File: src/rtl/fft_seq_ctrl.sv
// Sequencer for an in-place radix-2 DIT FFT: bit-reversed sample load, butterfly
// address/twiddle generation with a fixed latency pipeline per butterfly, and host RAM access.
module fft_seq_ctrl #(
  parameter int N_POINTS = 16,
  parameter int RD_LAT   = 2,
  parameter int MUL_LAT  = 1,
  parameter int ADD_LAT  = 1,
  localparam int L  = $clog2(N_POINTS),
  localparam int AW = L,
  localparam int SW = $clog2(L) + 1
) (
  input  logic          clk_i,
  input  logic          rst_i,
  input  logic          start_i,
  input  logic          abort_i,
  input  logic          read_ram_i,
  input  logic          in_valid_i,
  output logic          in_ready_o,
  output logic          wr_mem_o,
  output logic [AW-1:0] wr_addr_o,
  output logic          rd_mem_o,
  output logic [AW-1:0] rd_addr_a_o,
  output logic [AW-1:0] rd_addr_b_o,
  output logic [AW-2:0] tw_idx_o,
  output logic [SW-1:0] stage_o,
  output logic          host_sel_o,
  output logic          busy_o,
  output logic          done_o,
  output logic [3:0]    state_o
);

  localparam int TW      = AW - 1;
  localparam int BW      = AW - 1;
  localparam int MAX_LAT = (RD_LAT > MUL_LAT) ? ((RD_LAT > ADD_LAT) ? RD_LAT : ADD_LAT)
                                              : ((MUL_LAT > ADD_LAT) ? MUL_LAT : ADD_LAT);
  localparam int CW      = $clog2(MAX_LAT + 1);

  typedef enum logic [3:0] {
    IDLE    = 4'd0,
    LOAD    = 4'd1,
    RD      = 4'd2,
    MUL     = 4'd3,
    ADD     = 4'd4,
    WR_A    = 4'd5,
    WR_B    = 4'd6,
    DONE    = 4'd7,
    HOST_RD = 4'd8
  } state_t;

  // Handshake: an input sample transfers on a rising clk_i edge where in_valid_i and
  // in_ready_o are both high; in_ready_o depends only on state, never on in_valid_i.

  state_t        state;
  logic [AW-1:0] k;
  logic [BW-1:0] b;
  logic [SW-1:0] s;
  logic [CW-1:0] lat;

  logic [AW-1:0] b_ext, hmask, lo, addr_a, addr_b;
  logic [TW-1:0] tw;
  logic          k_last, b_last, s_last, aborting;

  function automatic logic [AW-1:0] bitrev(input logic [AW-1:0] v);
    logic [AW-1:0] r;
    for (int i = 0; i < AW; i++) r[i] = v[AW-1-i];
    return r;
  endfunction

  // Butterfly b at stage s pairs a = (b>>s)*2h + (b mod h) with a+h, h = 2^s.
  always_comb begin
    b_ext  = {1'b0, b};
    hmask  = (AW'(1) << s) - AW'(1);
    lo     = b_ext & hmask;
    addr_a = ((b_ext >> s) << (s + SW'(1))) | lo;
    addr_b = addr_a | (AW'(1) << s);
    tw     = TW'(lo << (SW'(L - 1) - s));
  end

  assign k_last     = (k == AW'(N_POINTS - 1));
  assign b_last     = (b == BW'(N_POINTS / 2 - 1));
  assign s_last     = (s == SW'(L - 1));
  assign aborting   = abort_i && (state != IDLE) && (state != HOST_RD);
  assign in_ready_o = (state == LOAD);
  assign state_o    = state;

  always_ff @(posedge clk_i or posedge rst_i) begin
    if (rst_i) begin
      state       <= IDLE;
      k           <= '0;
      b           <= '0;
      s           <= '0;
      lat         <= '0;
      wr_mem_o    <= 1'b0;
      wr_addr_o   <= '0;
      rd_mem_o    <= 1'b0;
      rd_addr_a_o <= '0;
      rd_addr_b_o <= '0;
      tw_idx_o    <= '0;
      stage_o     <= '0;
      host_sel_o  <= 1'b0;
      busy_o      <= 1'b0;
      done_o      <= 1'b0;
    end else begin
      wr_mem_o    <= 1'b0;
      rd_mem_o    <= 1'b0;
      done_o      <= 1'b0;
      rd_addr_a_o <= addr_a;
      rd_addr_b_o <= addr_b;
      tw_idx_o    <= tw;
      stage_o     <= s;
      host_sel_o  <= (state == HOST_RD);
      busy_o      <= (state != IDLE) && (state != HOST_RD);

      if (aborting) begin
        state <= IDLE;
        k     <= '0;
        b     <= '0;
        s     <= '0;
        lat   <= '0;
      end else begin
        case (state)
          IDLE: begin
            if (read_ram_i) begin
              state <= HOST_RD;
            end else if (start_i) begin
              state <= LOAD;
              k     <= '0;
            end
          end
          LOAD: begin
            if (in_valid_i) begin
              wr_mem_o  <= 1'b1;
              wr_addr_o <= bitrev(k);
              if (k_last) begin
                state <= RD;
                k     <= '0;
                b     <= '0;
                s     <= '0;
                lat   <= '0;
              end else begin
                k <= k + AW'(1);
              end
            end
          end
          RD: begin
            if (lat == '0) rd_mem_o <= 1'b1;
            if (lat == CW'(RD_LAT - 1)) begin
              state <= MUL;
              lat   <= '0;
            end else begin
              lat <= lat + CW'(1);
            end
          end
          MUL: begin
            if (lat == CW'(MUL_LAT - 1)) begin
              state <= ADD;
              lat   <= '0;
            end else begin
              lat <= lat + CW'(1);
            end
          end
          ADD: begin
            if (lat == CW'(ADD_LAT - 1)) begin
              state <= WR_A;
              lat   <= '0;
            end else begin
              lat <= lat + CW'(1);
            end
          end
          WR_A: begin
            wr_mem_o  <= 1'b1;
            wr_addr_o <= addr_a;
            state     <= WR_B;
          end
          WR_B: begin
            wr_mem_o  <= 1'b1;
            wr_addr_o <= addr_b;
            if (!b_last) begin
              b     <= b + BW'(1);
              state <= RD;
            end else if (!s_last) begin
              b     <= '0;
              s     <= s + SW'(1);
              state <= RD;
            end else begin
              b     <= '0;
              s     <= '0;
              state <= DONE;
            end
          end
          DONE: begin
            done_o <= 1'b1;
            state  <= IDLE;
          end
          HOST_RD: begin
            if (!read_ram_i) state <= IDLE;
          end
          default: state <= IDLE;
        endcase
      end
    end
  end

endmodule

File: config.mk
export PLATFORM = sky130hd
export DESIGN_NAME = fft_seq_ctrl
export DESIGN_NICKNAME = d
export VERILOG_FILES = /design/src/rtl/fft_seq_ctrl.sv
export SDC_FILE = /design/constraint.sdc
export NUM_CORES = 1
export LEC_CHECK = 0
export CAP_MARGIN = 20
export CELL_PAD_IN_SITES_DETAIL_PLACEMENT = 1
export CELL_PAD_IN_SITES_GLOBAL_PLACEMENT = 2
export CORE_ASPECT_RATIO = 1.25
export CORE_MARGIN = 2
export CORE_UTILIZATION = 36
export DETAILED_ROUTE_END_ITERATION = 16
export MAX_ROUTING_LAYER = met4
export PLACE_DENSITY_LB_ADDON = 0.1
export SLEW_MARGIN = 10
export SYNTH_ARGS = -nofsm -noshare
export SYNTH_HDL_FRONTEND = slang
export SYNTH_SLANG_ARGS = --single-unit
export TNS_END_PERCENT = 20
File: constraint.sdc
create_clock -name clk_i -period 6.6 [get_ports clk_i]
set_input_delay 1.32 -clock clk_i [delete_from_list [all_inputs] [get_ports clk_i]]
set_output_delay 1.32 -clock clk_i [all_outputs]
set_load 0.03 [all_outputs]
=== After elaboration in Yosys (flattened, before gate mapping) ===
Cells that the tools add are included.

* Add/subtract/negate cells: 6
* Multiplexer cells: 43
* Reduce and logical (&&, ||, !) cells: 18
* Equal/unequal tests: 24
* Shift operators: 4
* Bitwise gates (word level): 4

{| class="wikitable"
|+ Operators with widths
! operator !! number
|-
| 2-to-1 mux 4 bit || 15
|-
| case mux 4 bit (8 select lines) || 1
|-
| 2-to-1 mux 3 bit || 9
|-
| != test 3 bit (second input constant) || 7
|-
| equality test 4 x 3 -> 1 bit (second input constant) || 4
|-
| case mux 3 bit (2 select lines) || 2
|-
| case mux 4 bit (3 select lines) || 1
|-
| 2-to-1 mux 2 bit || 5
|-
| AND reduction 3 bit || 3
|-
| nonzero test 3 bit || 3
|-
| equality test 4 x 2 -> 1 bit (second input constant) || 2
|-
| equality test 4 bit (second input constant) || 2
|-
| != test 4 bit (second input constant) || 2
|-
| bitwise OR 4 bit || 2
|-
| case mux 4 bit (2 select lines) || 1
|-
| AND reduction 4 bit || 2
|-
| nonzero test 4 bit || 2
|-
| 2-to-1 mux 1 bit || 7
|-
| AND reduction 7 bit || 1
|-
| adder 3 x 1 -> 3 bit (second input constant) || 2
|-
| case mux 2 bit (3 select lines) || 1
|-
| adder 4 x 1 -> 4 bit (second input constant) || 1
|-
| bitwise AND 3 x 4 -> 4 bit || 1
|-
| equality test 4 x 1 -> 1 bit (second input constant) || 1
|-
| 19 further kinds || 22
|}

* Input port bits: 6
* Bits in registers: 39
* Logic and storage cells: 114

=== Logic depth before layout (Yosys ltp) ===
Gate-level depths: netlist of the first run.

* Word-level depth: 6
* Depth in mapped cells: 9
* Gate-level depth less buffers: 8

=== Worst setup path before layout of the first run ===
OpenSTA, ideal clock, no wires.

* Path type: flip-flop to output port
* Start: register state[1], in the netlist state_o[1]
* End: output port in_ready_o
* Data arrival time: 1.579 ns
* Stages on the path, launching flop included: 4
* Path buffers: 1
* Slack: 3.701 ns
* Required time: 5.280 ns
* Cells stage by stage: dfrtp_1 > buf_2 > nand2b_1 > nor3_1

* Cells in the longest elaborated chain, start to end: 1

{| class="wikitable"
|+ Ends and longest elaborated chain
! item !! line !! source
|-
| start, declared || 53 || <nowiki>state_t state;</nowiki>
|-
| start signal, assigned || 88 || <nowiki>state <= IDLE;</nowiki>
|-
| start signal, assigned || 115 || <nowiki>state <= IDLE;</nowiki>
|-
| start signal, assigned || 124 || <nowiki>state <= HOST_RD;</nowiki>
|-
| equality test 4 x 1 -> 1 bit || 83 || <nowiki>assign in_ready_o = (state == LOAD);</nowiki>
|-
| end, declared || 18 || <nowiki>output logic in_ready_o,</nowiki>
|}

Every way passes these cells.

=== Worst setup path in the final report of the first run ===
Same ends and word-level chain as after synthesis.

==> impl_metrics.tcl, run 1 <==
set metrics [dict create \
    gpl_wtd_cong 0.791 \
    synth_top_area_share_pct 44.6 \
    cp_slowest_cell "clkdlybuf4s50_1" \
    clock-root-buffer "clkbuf_8" \
    finalHoldViolations 0 \
    pwr_density_cell_mw_per_mm2 318 \
    post_cts_buffers 0 \
    synthTopCellsByArea "dfrtp_1, ha_1, a21oi_1" \
    grt_pass1_wl_um 9790 \
    clock_sink_count 39 \
    switchingPower_uw 313 \
    max_stage_delay_ns 0.70 \
    cts-resized-gates 0 \
    postSynthNetCount 251 \
    max-clock-path-buffers 2 \
    critical_path_buf_inv_count 1 \
    post_cts_hold_buffer_count 0 \
    gr-usage-met1_pct 23.1 \
    dieArea_mm2 0.00672 \
    worst_r2r_src "s[0]" \
    num_rows 31 \
    finalNetCount 279 \
    cts_tree "yes" \
    synth.mux.area_fraction_pct 1.43 \
    yosys.area_share.adder_pct 6.86 \
    top_level_port_count 34 \
    clock_latency_ns 0.30 \
    synth_enable_flop_cells 0 \
    crit_arrival_ns 2.16 \
    tritoncts.num_buffers 5 \
    max_slew_violation_count 0 \
    grtUsageTotal_pct 19.3 \
    worst_setup_hold_path_clk_slew_ns 0.08 \
    floorplan.core_area_mm2 0.00582 \
    grt_pass1_vias 1948 \
    power_leakage_nw 1.16 \
    setup_tns_ns 0 \
    timing.critical_path.fanout_max 24 \
    top_flip_flop_cell_by_instance_count_after_synthesis "dfrtp_1" \
    synth_top_area_cell "dfrtp_1" \
    fill_cells 696 \
    hpwlAfterDp_um 4190 \
    share_of_layout_cells_above_drive_strength_1_pct 6.49 \
    finalSetupViolCount 0 \
    swShare_pct 36.8 \
    endpoint_kind "primary output" \
    clockPowerShare_pct 28.1 \
    grt_setup_unrepaired "false" \
    antenna_found_initial 0 \
    post_synth_xor_area_fraction_pct 0.800 \
    seqPwrFrac_pct 37.4 \
    timing.final.crit_period_ns 3.48 \
    clock-skew-final_ns 0.00476 \
    postRouteAntennaNets 0 \
    period_share_pct 52.8 \
    via_per_inst 5.63 \
    routed-via-count 1845 \
    initial_core_util_pct 37.6 \
    synth.lib_cells_used.distinct 53 \
    mappedNetlistArea_mm2 0.00219 \
    synth_top_family_by_area "simple AND/OR/NAND/NOR gates" \
    post_synth_inst_count 233 \
    average_detailed_routed_wire_length_per_instance_um 17.5 \
    grt_start_max_net_pins 40 \
    vdd_drop_max_mv 0.123 \
    timing.critical_path.from_type "flop" \
    hold_path_class "flop to flop" \
    timing.critical_path.max_delay_family "buffers and inverters" \
    remaining_global_route_overflow 0 \
    proportion_of_power_drawn_by_combinational_gates_pct 34.5 \
    max_freq_mhz 287 \
    io_buffer_count 33 \
    run_status "finished, final reports clean" \
    die-width_um 73.7 \
    ys_async_sr_fraction_pct 100 \
    routed_wl_um 5740 \
    clock_tree.htree_level_count 2 \
    detail_route.iter0.violations 106 \
    worst_slack_ns 3.12 \
    grtUsageMet3_pct 3.22 \
    place_ws_ns 3.42 \
    global_route.usage.met2_pct 32.6 \
    die_height_um 91.2 \
    synth.yosys.seq_area_share_pct 44.6 \
    complex_gate_fraction_of_the_synthesized_area_pct 19.4 \
    synth_seq_cells 39 \
    slew_headroom_pct 55.0 \
    slew_at_the_pin_with_the_worst_max_slew_slack_ns 0.676 \
    global_route.peak_usage_layer "met2" \
    synthesized_area_divided_by_synthesized_cell_count_um2 9.39 \
    drc_violation_count_after_routing 0 \
    cp-startpoint "state_o[1]" \
    setup.worst_path.class "flop to primary output" \
    worstHoldStart "wr_addr_o[2]" \
    cell_internal_pwr_uw 539 \
    firstDrtPassIters 4 \
    ys.warnings.count 0 \
    timing.max_cap.violations 0 \
    post_synth_and_or_nand_nor_area_fraction_pct 21.5 \
    insertedDiodeCount 0 \
    cell_by_cell_trace_of_the_critical_path "nand2b_1 -> nor3_1 -> clkdlybuf4s50_1" \
    utilization_pct 46.0 \
    timing.critical_path.required_ns 5.28 \
    flow.area_growth_from_synthesis_pct 22.3 \
]
==> worst register-to-register path: cells and delay by family (launching register included) <==
family	cells	cell delay (ns)
DFF	1	0.65
AOI/OAI and AO/OA	3	0.39
and+or+nand+nor	2	0.91
buffers and inverters	1	0.26
adders and majority gates	1	0.43
==> cells in the mapped netlist (2+ instances only) <==
| library cell | number |
|---|---|
| dfrtp_1 | 39 |
| nand2_1 | 20 |
| a21oi_1 | 16 |
| nor2_1 | 16 |
| o21ai_0 | 16 |
| inv_1 | 14 |
| ha_1 | 12 |
| nor3_1 | 12 |
| nand2b_1 | 9 |
| nand3_1 | 7 |
| clkbuf_1 | 6 |
| nor2b_1 | 6 |
| o2bb2ai_1 | 5 |
| buf_2 | 4 |
| and3_1 | 3 |
| a21o_1 | 2 |
| a22o_1 | 2 |
| a31o_2 | 2 |
| a32oi_1 | 2 |
| mux2i_1 | 2 |
| nand3b_1 | 2 |
| nor3b_1 | 2 |
| o32ai_1 | 2 |
| or3_1 | 2 |
| xnor2_1 | 2 |
==> registers in the layout, summed over array words and instances, names as in the netlist, 2 cells and up <==
name	count
stage_o	3
rd_addr_a_o	4
state_o	4
rd_addr_b_o	4
b	3
s	3
tw_idx_o	3
lat	2
wr_addr_o	4
k	4
==> metal layers <==
layer / wire length (um) / vias to the layer above
met4: 110 / 0
met5: 0 / -
met3: 151 / 10
li1: - / 886
met1: 2470 / 912
met2: 3000 / 37
==> final cells by class <==
cell class / instances / area [um^2] / share of cell area (%)
sequential: 39 / 976 / 36.5
clock inverter: 2 / 60.1 / 2.24
multi-input combinational: 167 / 1090 / 40.9
timing repair buffer: 34 / 338 / 12.6
inverter: 14 / 52.6 / 1.96
clock buffer: 6 / 72.6 / 2.71
tap: 66 / 82.6 / 3.09
==> power groups by stage <==
stage / combinational (mW) / clock (mW) / sequential, mW
finish: 0.294 / 0.239 / 0.318
global route: 0.325 / 0.254 / 0.327
CTS: 0.299 / 0.242 / 0.320
detailed placement: 0.296 / 0 / 0.324
global placement: 0.295 / 0 / 0.323
floorplan: 0.181 / 0 / 0.339
==> placed cells by master, fill, tap and decap left out, types with 2 or more instances in the layout <==
cell type,instances
clkbuf_8,5
o2bb2ai_1,5
and3_1,3
nand3_1,7
nor2b_1,6
a22o_1,2
a21o_1,2
o32ai_1,2
a31o_2,2
clkdlybuf4s50_1,33
a32oi_1,2
nor2_1,16
ha_1,12
o21ai_0,16
nand3b_1,2
dfrtp_1,39
inv_1,14
nor3_1,12
bufinv_16,2
nor3b_1,2
mux2i_1,2
nand2b_1,9
or3_1,2
a21oi_1,16
xnor2_1,2
nand2_1,20
==> worst paths after layout <==
kind | to | slack, ns | cells after the start
worst max register to register | wr_addr_o[3] | 3.87 | 7
worst min register to register | wr_addr_o[2] | 0.49 | 2
max in group asynchronous | host_sel_o | 4.80 | 3
worst max-delay path | in_ready_o | 3.12 | 3
worst min-delay path | wr_addr_o[2] | 0.49 | 2
min in group asynchronous | wr_mem_o | 1.45 | 3
==> kinds of logic after synthesis <==
logic type                 count (synthesis)
adders and majority gates                 12
DFF                                       39
xor gates and xnor gates                   2
AOI/OAI and AO/OA                         61
muxes                                      3
and+or+nand+nor                           89
buffers and inverters                     27
==> through the flow <==
| step | power, mW | instance area, um^2 | instances | hold slack, ns |
|---|---|---|---|---|
| 2_1_floorplan | 0.520 | 2190 | 233 | 0.352 |
| 3_3_place_gp | 0.618 | 2540 | 320 | 0.469 |
| 5_1_grt | 0.905 | 2680 | 328 | 0.527 |
| 3_5_place_dp | 0.620 | 2540 | 320 | 0.482 |
| 6_report | 0.852 | 2680 | 328 | 0.491 |
| 4_1_cts | 0.860 | 2680 | 328 | 0.500 |
No activity file was read; power rests on OpenSTA's default activity.
==> inputs of run 2 (changes only) <==
--- a/config.mk
+++ b/config.mk
@@ -10,7 +10,7 @@
 export CELL_PAD_IN_SITES_GLOBAL_PLACEMENT = 2
 export CORE_ASPECT_RATIO = 1.25
 export CORE_MARGIN = 2
-export CORE_UTILIZATION = 36
+export CORE_UTILIZATION = 30
 export DETAILED_ROUTE_END_ITERATION = 16
 export MAX_ROUTING_LAYER = met4
 export PLACE_DENSITY_LB_ADDON = 0.1
==> constraint.sdc (replaced) <==
create_clock -name clk_i -period 3 [get_ports clk_i]
set_input_delay 0.6 -clock clk_i [delete_from_list [all_inputs] [get_ports clk_i]]
set_output_delay 0.6 -clock clk_i [all_outputs]
set_load 0.03 [all_outputs]
==> run 2 against run 1 <==
- clock power grew 93%
- global-route usage shrank 3.1 points
- via count shrank 0.87%
- critical path type unchanged
- sequential share of layout area shrank 0.90 points
- total power grew 110%
- first-iteration DRC count shrank 29%
- clock skew is essentially flat
- routed wire length shrank 2.1%
- setup slack lost 2.7 ns
- flip-flop and latch count is the same
- clock-buffer cell count is the same
- non-clock buffer count grew 7
==> impl_metrics.tcl, run 2 (synthesized netlist as in run 1, its figures left out) <==
set metrics [dict create \
    run_status "finished, final reports clean" \
    max-clock-path-buffers 2 \
    die_height_um 99.5 \
    pwr_density_cell_mw_per_mm2 667 \
    grt_start_max_net_pins 40 \
    hpwlAfterDp_um 4150 \
    total_power_mw 1.83 \
    fill_cells 810 \
    flow.area_growth_from_synthesis_pct 25.4 \
    slew_at_the_pin_with_the_worst_max_slew_slack_ns 0.621 \
    ff_latch_area_um2 976 \
    regToRegSetupSlack_ns 0.76 \
    post_cts_hold_buffer_count 0 \
    average_detailed_routed_wire_length_per_instance_um 15.6 \
    tritoncts.num_buffers 5 \
    power_leakage_nw 1.19 \
    worst_setup_hold_path_clk_slew_ns 0.08 \
    top_level_port_count 34 \
    num_rows 34 \
    clock-root-buffer "clkbuf_8" \
    timing.max_cap.violations 0 \
    drc_violation_count_after_routing 0 \
    post_cts_buffers 0 \
    detail_route.iter0.violations 75 \
    timing.critical_path.required_ns 2.40 \
    slew_headroom_pct 58.3 \
    die-width_um 80.4 \
    crit_arrival_ns 1.97 \
    clock_tree.htree_level_count 2 \
    clock-skew-final_ns 0.00471 \
    endpoint_kind "primary output" \
    vdd_drop_max_mv 0.198 \
    insertedDiodeCount 0 \
    max_slew_violation_count 0 \
    io_buffer_count 33 \
    antenna_found_initial 0 \
    grt_pass1_vias 1943 \
    setup.worst_path.class "flop to primary output" \
    routed_wl_um 5610 \
    dieArea_mm2 0.00800 \
    clock_sink_count 39 \
    timing.critical_path.from_type "flop" \
    multi_input_area_mm2 0.00109 \
    routed-via-count 1829 \
    hold_path_class "flop to flop" \
    cts_tree "yes" \
    max_freq_mhz 390 \
    firstDrtPassIters 4 \
    clock_latency_ns 0.29 \
    floorplan.core_area_mm2 0.00702 \
    grt_pass1_wl_um 9850 \
    grt_setup_unrepaired "false" \
    finalSetupViolCount 0 \
    grtUsageTotal_pct 16.2 \
    share_of_layout_cells_above_drive_strength_1_pct 9.29 \
    setup_tns_ns 0 \
    postRouteAntennaNets 0 \
    dp_cells 351 \
    layout.cells.most_common "dfrtp_1" \
    timing.critical_path.fanout_max 10 \
    layout.cells.most_common_list "dfrtp_1, clkdlybuf4s50_1, nand2_1" \
    finalHoldViolations 0 \
    finalNetCount 286 \
    cts-resized-gates 0 \
    initial_core_util_pct 31.2 \
    gpl_wtd_cong 0.734 \
    via_per_inst 5.09 \
    timing.final.crit_period_ns 2.57 \
    final_cells 359 \
    period_share_pct 85.5 \
    remaining_global_route_overflow 0 \
]
[run 2: changes by cell type in the layout (fill, tap and decap cells not counted), sizes merged]
cell    before  now
buf          1    8
clkinv       0    1
bufinv       2    1
[run 2: through the flow]
step	hold slack [ns]	util (%)	cell area [um^2]	setup slack, ns
after floorplan	0.352	-	2190	0.740
after global placement	0.468	37.4	2630	0.561
after detailed placement	0.474	37.4	2630	0.534
after CTS	0.493	39.1	2740	0.365
after global routing	0.524	39.1	2740	0.262
final	0.487	39.1	2740	0.435
[run 2: report_power, final]
part	switching, mW	internal, mW	total [mW]
logic	0.442	0.279	0.722
clock network	0.192	0.269	0.461
registers	0.0543	0.593	0.647
[run 2: area by class of cell]
type	instances	share of cell area [%]
timing repair buffer	41	14.2
multi-input combinational	167	39.9
sequential	39	35.6
clock inverter	2	1.28
inverter	14	1.92
clock buffer	6	3.01
tap	90	4.10
[run 2: worst max-delay path, stage by stage, from the launching register on]
cell and delay [ns]:
dfrtp_1 0.54, nand2b_1 0.20, nor3_1 0.22, clkdlybuf4s50_1 0.71
[run 2: worst paths after layout]
kind	from	end	cells after the start
min in group asynchronous	rst_i	wr_mem_o	3
worst max register to register	s[0]	wr_addr_o[3]	7
worst max-delay path	state_o[0]	in_ready_o	3
worst min-delay path	wr_addr_o[2]	wr_addr_o[2]	2
max in group asynchronous	rst_i	state_o[3]	3
worst min register to register	wr_addr_o[2]	wr_addr_o[2]	2
[run 2: routing by layer]
| layer | share of wire (%) | vias up | global-route usage (%) |
|---|---|---|---|
| met3 | 2.9 | 7 | 2.72 |
| li1 | - | 897 | - |
| met5 | 0 | - | - |
| met4 | 1.2 | 0 | 4.82 |
| met1 | 45 | 888 | 20.2 |
| met2 | 51 | 37 | 26.8 |
